### src/rtl/fetch_pc_gen.sv
// Fetch-stage next-PC generator: sequential step, conditional branches, jal and jalr.
// Define FETCH_MISALIGN_CHECK_EN to reject jump/branch targets that are not 4-byte aligned.
module fetch_pc_gen #(
  parameter int unsigned            XLEN      = 32,
  parameter logic [XLEN-1:0]        RESET_VEC = 32'h0000_0000,
  parameter int unsigned            STEP      = 4
) (
  input  logic            clk,
  input  logic            rst,
  input  logic            stall,
  input  logic            br_en,
  input  logic [2:0]      br_funct,
  input  logic [XLEN-1:0] br_a,
  input  logic [XLEN-1:0] br_b,
  input  logic            jal,
  input  logic            jalr,
  input  logic [XLEN-1:0] imm,
  input  logic [XLEN-1:0] rs,
  output logic [XLEN-1:0] pc,
  output logic [XLEN-1:0] link_pc,
  output logic            redirect,
  output logic            misalign
);

  logic [XLEN-1:0] seq_pc;
  logic [XLEN-1:0] rel_target;
  logic [XLEN-1:0] jalr_sum;
  logic [XLEN-1:0] jalr_target;
  logic            cmp_result;
  logic            br_taken;

  logic [XLEN-1:0] target;
  logic            take;
  logic            do_link;
  logic            bad_align;

  logic [XLEN-1:0] next_pc;
  logic [XLEN-1:0] next_link_pc;
  logic            next_redirect;

  assign seq_pc      = pc + XLEN'(STEP);
  assign rel_target  = pc + imm;
  assign jalr_sum    = rs + imm;
  assign jalr_target = {jalr_sum[XLEN-1:1], 1'b0};

  always_comb begin
    cmp_result = 1'b0;
    case (br_funct)
      3'b000:  cmp_result = (br_a == br_b);
      3'b001:  cmp_result = (br_a != br_b);
      3'b100:  cmp_result = ($signed(br_a) <  $signed(br_b));
      3'b101:  cmp_result = ($signed(br_a) >= $signed(br_b));
      3'b110:  cmp_result = (br_a <  br_b);
      3'b111:  cmp_result = (br_a >= br_b);
      default: cmp_result = 1'b0;
    endcase
  end

  assign br_taken = br_en & cmp_result;

  // jalr outranks jal, and either one masks any concurrent branch.
  always_comb begin
    target  = seq_pc;
    take    = 1'b0;
    do_link = 1'b0;
    if (jalr) begin
      target  = jalr_target;
      take    = 1'b1;
      do_link = 1'b1;
    end else if (jal) begin
      target  = rel_target;
      take    = 1'b1;
      do_link = 1'b1;
    end else if (br_taken) begin
      target  = rel_target;
      take    = 1'b1;
    end
  end

`ifdef FETCH_MISALIGN_CHECK_EN
  assign bad_align = take & (target[1:0] != 2'b00);
`else
  assign bad_align = 1'b0;
`endif

  always_comb begin
    next_pc       = seq_pc;
    next_link_pc  = link_pc;
    next_redirect = 1'b0;
    if (take && !bad_align) begin
      next_pc       = target;
      next_redirect = 1'b1;
      if (do_link) begin
        next_link_pc = seq_pc;
      end
    end
  end

  // A stall freezes every register, including any pending pulse, so it is not lost.
  always_ff @(negedge clk or negedge rst) begin
    if (!rst) begin
      pc       <= RESET_VEC;
      link_pc  <= '0;
      redirect <= 1'b0;
    end else if (!stall) begin
      pc       <= next_pc;
      link_pc  <= next_link_pc;
      redirect <= next_redirect;
    end
  end

`ifdef FETCH_MISALIGN_CHECK_EN
  always_ff @(negedge clk or negedge rst) begin
    if (!rst) begin
      misalign <= 1'b0;
    end else if (!stall) begin
      misalign <= bad_align;
    end
  end
`else
  assign misalign = 1'b0;
`endif

endmodule

### config.mk
export PLATFORM = sky130hd
export DESIGN_NAME = fetch_pc_gen
export DESIGN_NICKNAME = d
export VERILOG_FILES = /design/src/rtl/fetch_pc_gen.sv
export SDC_FILE = /design/constraint.sdc
export NUM_CORES = 1
export LEC_CHECK = 0
export ABC_AREA = 1
export BUFFER_PORTS_ARGS = -buffer_cell sky130_fd_sc_hd__buf_2
export CORE_MARGIN = 8
export CORE_UTILIZATION = 56
export CTS_BUF_LIST = sky130_fd_sc_hd__clkbuf_16
export CTS_CLUSTER_DIAMETER = 40
export DETAILED_ROUTE_END_ITERATION = 7
export PLACE_DENSITY = 0.83
export SLEW_MARGIN = 15
export SYNTH_ARGS = -nofsm -noshare
export SYNTH_HDL_FRONTEND = slang
export SYNTH_SLANG_ARGS = --single-unit
### constraint.sdc
create_clock -name clk -period 2.7 [get_ports clk]
set_clock_uncertainty 0.05 [all_clocks]
set_input_delay 0.54 -clock clk [delete_from_list [all_inputs] [get_ports clk]]
set_output_delay 0.54 -clock clk [all_outputs]
set_load 0.02 [all_outputs]
==> impl_results.md, run 1 <==
* Err: [ERROR GRT-0232] Routing congestion too high. Check the congestion heatmap in the GUI.
* Synth top area cells: dfrtn_1 (20%), nand2_1 (18%), ha_1 (14%), inv_1 (6.4%), a21oi_1 (6.2%)
* Dominant cell type by area after synthesis: dfrtn_1
* Hold-fix buffers at CTS at 0
* Clock sinks at 65
* Mapped cell area at 8220 sq um
* Number of synthesized flops with an enable pin at 0
* # port buffers at 201
* Total track usage at 92.6%
* Initial Utilization at 57.0%
* Largest net degree at the start of global routing at 66
* Yosys reg bits at 65
* Post-Syn Instances at 1284
* Status: aborted with a tool error
* Top-area cell type share of the netlist area at 19.8%
* Placed cells at 1898
* Synth Area per Inst at 6.40 sq um
* Placement Rows at 44
* Max clock buf depth at 2
* Clk root buf: clkbuf_16
* Num CTS Buffers at 9
* Max H-tree Level at 3
* Synth Flop Type: dfrtn_1
* Gr ovfl total at 1422
* Die Wd at 137 um
* Syn_nets at 1517
* Die H at 137 um
* Top-level port count at 203
* Synth unique cells at 54
* Synth warn at 0
* Failing step: 5_1_grt
* Worst EP Category: register input
* Routability cong. at 1.04
* Sequential share of the synthesized area at 19.8%
* DP HPWL at 26.5 mm
* Pre-CTS setup slack at -1790 ps
* Asr flop ratio synth at 100%
* Post-GRT worst EP: pc[17]$_DFFE_NN0N_/D
==> kinds of logic after synthesis <==
| logic type | share of synthesized area [%] |
|---|---|
| fa+ha+maj | 14.8 |
| simple gates | 33.9 |
| compound gates | 16.3 |
| flops | 19.8 |
| xor+xnor | 6.71 |
| other cells | 0.0456 |
| buf+inv | 8.48 |
==> synth_stat cells, types with 2 or more instances <==
cell / n
nor2_1: 88
a21oi_1: 102
clkbuf_1: 19
or2_0: 2
o21a_1: 6
nand3_1: 89
ha_1: 94
a21boi_0: 2
clkinv_1: 4
inv_1: 141
nand3_2: 2
xnor2_1: 16
o21ai_1: 16
or2_2: 2
nor4_1: 6
nand2_4: 3
a21o_1: 14
o21ai_0: 71
nor2_4: 5
nor3_1: 19
buf_6: 3
nand3b_1: 7
buf_4: 4
fa_1: 2
a221oi_1: 3
nor2_2: 4
buf_2: 2
dfrtn_1: 65
xor2_1: 47
o21bai_1: 8
nand4_1: 20
nand2_2: 3
a31oi_1: 5
o21ai_2: 2
nand2_1: 389
==> layer usage <==
metal | GRT usage [%] | GRT overflow
met1 | 78.3 | 17
met2 | 123 | 1079
met3 | 72.1 | 12
met4 | 108 | 312
met5 | 45.4 | 2
==> stage by stage <==
stage | util [%] | instance area [sq um] | setup TNS, ps
floorplan | - | 8400 | -41890
global placement | 79.4 | 11500 | -60010
detailed placement | 79.4 | 11500 | -64390
CTS | 87.7 | 12600 | -48780
==> repair_timing <==
action / in CTS
setup endpoints to repair: 98
gates cloned: 4
setup buffers: 25
pin swaps: 21
resized for setup: 203
==> run 2: changes to the inputs <==
Settings changed: CORE_UTILIZATION 56 to 40, CTS_BUF_LIST sky130_fd_sc_hd__clkbuf_16 to not set, CTS_CLUSTER_DIAMETER 40 to not set, PLACE_DENSITY 0.83 to not set, PLACE_DENSITY_LB_ADDON set to 0.15.
==> run 2 against run 1 <==
Against the previous run:
- the flow now finishes, with violations (setup timing)
- synthesized area unchanged
- synthesized cell count unchanged
==> impl_results.md, run 2 <==
* Commonest non-fill, non-tap cell in the layout: nand2_1
* Peak supply drop at 0.363 mV
* Clock power share at 17.4%
* Most frequent cells in the layout: nand2_1 (368), buf_4 (298), inv_1 (132), buf_2 (127), a21oi_1 (95)
* Max cap viols at 0
* # port buffers at 201
* Xor/xnor cell area share of the yosys netlist at 6.71%
* Max Slew Vio Count at 0
* Worst Setup End Kind: flop
* Largest net degree at the start of global routing at 42
* Min-Delay Path Class: reg -> reg
* Worst Path Required at 1490 ps
* Fill cells at 1809
* Failing checks: setup timing
* First-pass DRT Iterations at 5
* Relative slew slack at 65.8%
* Synth cell count leaders: nand2_1 (389), inv_1 (141), a21oi_1 (102)
* Status: complete, but fails checks
* Post-synthesis mux area share at 0%
* Drt wl/cell at 16.3 um
* Synth Flop Type: dfrtn_1
* Final setup violation count at 98
* Die ar. at 25400 sq um
* Synth unique cells at 54
* Complex-gate fraction of the synthesized area at 16.3%
* Leak at 7.29 nW
* Gr ovfl total at 0
* Placement Rows at 52
* DR vias at 10300
* Flop2flop setup slack at -10 ps
* Routability cong. at 0.927
* Max H-tree Level at 3
* Mapped cell area at 8220 sq um
* Remaining DRCs at 0
* Most frequent cell after synthesis: nand2_1
* CTS tree: done
* Critical path type: in -> reg
* Sequential share of the synthesized area at 19.8%
* Biggest regs: link_pc (32), pc (32), redirect (1)
* Routed WL at 33.6 mm
* RSZ-0062 raised after global routing: true
* Total track usage at 25.1%
* Crit path from: br_b[23]
* Psw at 3.11 mW
* Synth top area cells: dfrtn_1 (20%), nand2_1 (18%), ha_1 (14%), inv_1 (6.4%), a21oi_1 (6.2%)
* Core box area at 20200 sq um
* Worst-Margin Slew at 506 ps
* Critical path peak fanout at 7
* Setup ws final at -1250 ps
* Clk root buf: clkbuf_16
* P&R area growth vs syn at 63.3%
* Cell Pwr Density at 559 nW/um^2
* Initial Utilization at 40.6%
* Die H at 159 um
* Num CTS Buffers at 9
* Vias in the first global route at 10100
* Gate power share at 63.9%
* Clock Latency Late Sink at 350 ps
* Final Hold Viols at 0
* Post-Syn Instances at 1284
* Switching portion of total power at 41.5%
* Die Wd at 159 um
* Yosys reg bits at 65
* Reg-to-reg startpoint: pc[3]
* Endpoint, Worst Hold: link_pc[23]
* Final cell count without fillers at 2062
* Asr flop ratio synth at 100%
* Syn_nets at 1517
* Inserted Diodes at 0
* Synth Area in Simple Gates at 33.9%
* Number of synthesized flops with an enable pin at 0
* DRT iter0 DRCs at 570
* Clock sinks at 65
* Top-area cell type share of the netlist area at 19.8%
* Arrival time at the worst endpoint at 2740 ps
* Synth Area per Inst at 6.40 sq um
* Synth warn at 0
* Antenna-violating nets left at 0
* Top-level port count at 203
* DP HPWL at 27.1 mm
* PnR Total Power at 7.50 mW
* R2R cell count at 17
* Share of post-route cells with drive strength above 1 at 37.4%
* Max clock buf depth at 2
* Placed cells at 1994
* Sequential Power Share at 18.7%
* Clk slew on worst S/H paths at 40 ps
* Dominant cell type by area after synthesis: dfrtn_1
* Final Net Count at 2021
* Startpoint Class: input pin
* First-pass GRT wire length at 52.2 mm
* Cell internal pwr at 4.39 mW
* Hold path depth at 2
* Adder-cell share of the synthesized area at 14.8%
* Hold_sp: link_pc[23]
* Worst r2r dst: pc[30]
* Initial antenna violation count at 0
* Largest family of logic cells by synthesized area: simple AND/OR/NAND/NOR gates
* Vias per cell at 5.00
## run 2: cell counts after synthesis
No cell type changed its count.
## run 2: how the worst max path moves through the flow
stage,end,cells past startpoint
6_report,pc[20],20
5_1_grt,pc[22],20
4_1_cts,pc[22],20
3_5_place_dp,pc[22],20
3_3_place_gp,pc[22],20
2_1_floorplan,pc[27],20
## run 2: repair_timing
action | 4_1_cts | 5_1_grt
setup endpoints to repair | 98 | 109
setup buffers | 30 | 20
resized for setup | 209 | 58
gates cloned | 1 | 2
hold buffers | 0 | 0
pin swaps | 20 | 34
## run 2: kinds of logic (layout without fill, tap and decap cells)
family | Yosys count | after routing
DFF | 65 | 65
xor gates and xnor gates | 63 | 63
adders and majority gates | 96 | 96
AOI/OAI and AO/OA | 240 | 240
other | 1 | 1
buffers and inverters | 175 | 683
and+or+nand+nor | 644 | 644
## run 2: cell type report
class / count / area (sq um) / area share, %
clock buffer: 13 / 270 / 2.01
clock inverter: 2 / 60.1 / 0.447
inverter: 146 / 574 / 4.28
multi-input combinational: 1044 / 6460 / 48.1
sequential: 65 / 1630 / 12.1
tap: 270 / 338 / 2.52
timing repair buffer: 522 / 4090 / 30.5
## run 2: power by group through the flow
stage               combinational (mW)  clock, mW  sequential, mW
floorplan                         1.85          0            1.70
global placement                  4.07          0            1.37
detailed placement                4.09          0            1.37
CTS                               4.59       1.31            1.40
global route                      5.20       1.35            1.43
finish                            4.79       1.30            1.41
## run 2: worst max-delay path, cell delays in order
cell	delay (ps)
buf_8	70
inv_4	30
ha_4	270
nand2_4	50
nor2_4	100
nand4_1	170
nor2_4	190
nand2_2	80
nand4_1	70
nand2_1	80
clkinv_2	50
nand2_2	40
nor2_2	110
nand3_2	90
nand2_4	150
nand2_8	120
buf_12	170
or2_0	210
nand3_1	60
nand2_1	50
## run 2: per-stage QoR
| stage | setup WS (ps) | instance area [sq um] | setup TNS (ps) | hold WS, ps | utilization (%) |
|---|---|---|---|---|---|
| 2_1_floorplan | -1080 | 8400 | -41890 | 408 | - |
| 3_3_place_gp | -1610 | 11700 | -56530 | 364 | 57.7 |
| 3_5_place_dp | -1710 | 11700 | -60230 | 371 | 57.7 |
| 4_1_cts | -1150 | 13000 | -45430 | 405 | 64.2 |
| 5_1_grt | -1370 | 13400 | -54800 | 430 | 66.3 |
| 6_report | -1250 | 13400 | -48320 | 400 | 66.3 |
## run 2: metal layers
layer / wire [um] / up-vias / track usage [%]
met5: 0 / - / 0
met4: 713 / 0 / 6.95
met1: 14800 / 4693 / 31.6
li1: - / 5276 / -
met3: 1580 / 48 / 4.06
met2: 16400 / 303 / 43.3
Power figures use the tool's default switching activity.
==> run 3: changes to the inputs <==
Settings changed: CORE_MARGIN 8 to 1.5.
Clock period 2.7 ns to 3.3 ns, I/O delays scaled along.
==> run 3 against run 2 <==
Against the previous run:
- the run still ends with setup timing left
- via count is 0.70% higher
- worst setup slack better by 140 ps
- sequential cell count unchanged
- power shrank 24%
- highest routed layer unchanged
- largest power group unchanged
- core utilization decreased by 2.4 points
==> impl_results.md, run 3 (synthesized netlist as in run 2, its figures left out) <==
* Arrival time at the worst endpoint at 2900 ps
* Most frequent cells in the layout: nand2_1 (374), buf_4 (296), buf_2 (159), inv_1 (133), a21oi_1 (86)
* Antenna-violating nets left at 0
* Final setup violation count at 42
* Worst Path Required at 1790 ps
* Cell Pwr Density at 443 nW/um^2
* Clock sinks at 65
* Biggest regs: link_pc (32), pc (32), redirect (1)
* Max H-tree Level at 3
* First-pass GRT wire length at 48.4 mm
* CTS tree: done
* Die ar. at 21400 sq um
* CP delay by family, top: simple AND/OR/NAND/NOR gates
* Final Net Count at 1997
* Vias in the first global route at 9846
* Critical path type: in -> reg
* Critical Path Stages at 21
* Pre-CTS setup slack at -1530 ps
* Worst-Margin Slew at 699 ps
* P&R area growth vs syn at 56.9%
* R2R cell count at 13
* Status: complete, but fails checks
* Critical path peak fanout at 6
* DR vias at 10400
* Critical Path Sink: pc[23]
* Total track usage at 28.2%
* Gr ovfl total at 0
* Vias per cell at 5.10
* Worst Setup End Kind: flop
* Largest stage delay, worst path at 260 ps
* Clock Latency Late Sink at 340 ps
* DP HPWL at 25.3 mm
* Share of post-route cells with drive strength above 1 at 35.5%
* Inserted Diodes at 0
* Initial antenna violation count at 0
* # port buffers at 201
* CP bufs+invs at 6
* RSZ-0062 raised after global routing: true
* Leak at 7.03 nW
* DRT iter0 DRCs at 623
* Clk root buf: clkbuf_16
* Max clock buf depth at 2
* Setup TNS at -34320 ps
* Startpoint Class: input pin
* Peak supply drop at 0.315 mV
* CP max-delay cell: ha_4
* Flop2flop setup slack at 580 ps
* Max Slew Vio Count at 0
* Drt wl/cell at 15.5 um
* Remaining DRCs at 0
* Placed cells at 1990
* Routability cong. at 0.953
* Top-level port count at 203
* Most frequent CP cell: nand2_4
* Num CTS Buffers at 9
* Reg-to-reg startpoint: pc[10]
* Largest net degree at the start of global routing at 48
* Setup ws final at -1110 ps
* Die Wd at 146 um
* Final cell count without fillers at 2038
* Relative slew slack at 53.3%
* Clk slew on worst S/H paths at 40 ps
* Failing checks: setup timing
* Final Hold Viols at 0
* Crit path from: br_b[20]
* Worst r2r dst: pc[21]
* Die H at 146 um
* Post-layout instance area at 12900 sq um
* Worst-path cell chain: buf_4, inv_6, ha_4, nand2_4, nor2_4, nand4_1, nor2_4, buf_4, nand2_4, nand3_1, nand2_2, nor2_2, nand3_2, nand2_4, nand2_8, buf_12, buf_8, o21ai_2, inv_1, nand2_1, nand2_1
* First-pass DRT Iterations at 6
* Placement Rows at 52
* Post-layout util at 64.0%
* Cell area after placement at 11700 sq um
* Core box area at 20200 sq um
* Min-Delay Path Class: reg -> reg
* Routed WL at 31.5 mm
* Commonest non-fill, non-tap cell in the layout: nand2_1
* Hold path depth at 2
* Initial Utilization at 40.8%
* Max cap viols at 0
[run 3: worst min-delay path: cells and delay by family, from the launching register on]
family | cells | cell delay [ps]
DFF | 1 | 390
and+or+nand+nor | 2 | 100
[run 3: worst min-delay path by stage]
stage          startpoint    endpoint  slack [ps]
2_1_floorplan       pc[0]  link_pc[0]         410
6_report       link_pc[0]  link_pc[0]         360
3_3_place_gp   link_pc[0]  link_pc[0]         370
3_5_place_dp   link_pc[3]  link_pc[3]         360
5_1_grt        link_pc[0]  link_pc[0]         400
4_1_cts        link_pc[3]  link_pc[3]         370
[run 3: metrics by stage]
step                      hold slack, ps  power [mW]
final                                360        5.71
after global routing                 400        6.11
after CTS                            366        5.52
after detailed placement             364        4.46
after global placement               366        4.42
after floorplan                      408        2.91
[run 3: timing repair]
item / 4_1_cts / 5_1_grt
resized for setup: 75 / 84
hold buffers: 0 / 0
pin swaps: 25 / 35
buffers inserted: 12 / 16
endpoints found under the setup margin: 53 / 67
gates cloned: 1 / 4
[run 3: layer usage]
layer  GRT usage, %  up-vias  wire length, um
li1               -     5248                -
met1           35.7     4702            13500
met3           3.94       59             2010
met4           10.3        0              983
met5              0        -                0
met2           48.6      383            15000
[run 3: final cells by class]
class                           count  area, sq um
Clock buffer                       11          233
Tap cell                          270          338
Fill cell                        1907         7270
Inverter                          146          578
Timing Repair Buffer              495         3590
Clock inverter                      4         45.0
Multi-Input combinational cell   1047         6490
Sequential cell                    65         1630
[run 3: power breakdown]
group	total [mW]	leakage, nW	internal, mW	switching (mW)
Sequential	1.12	0.805	0.991	0.126
Clock	0.912	0.139	0.576	0.336
Combinational	3.68	6.09	1.68	2.00
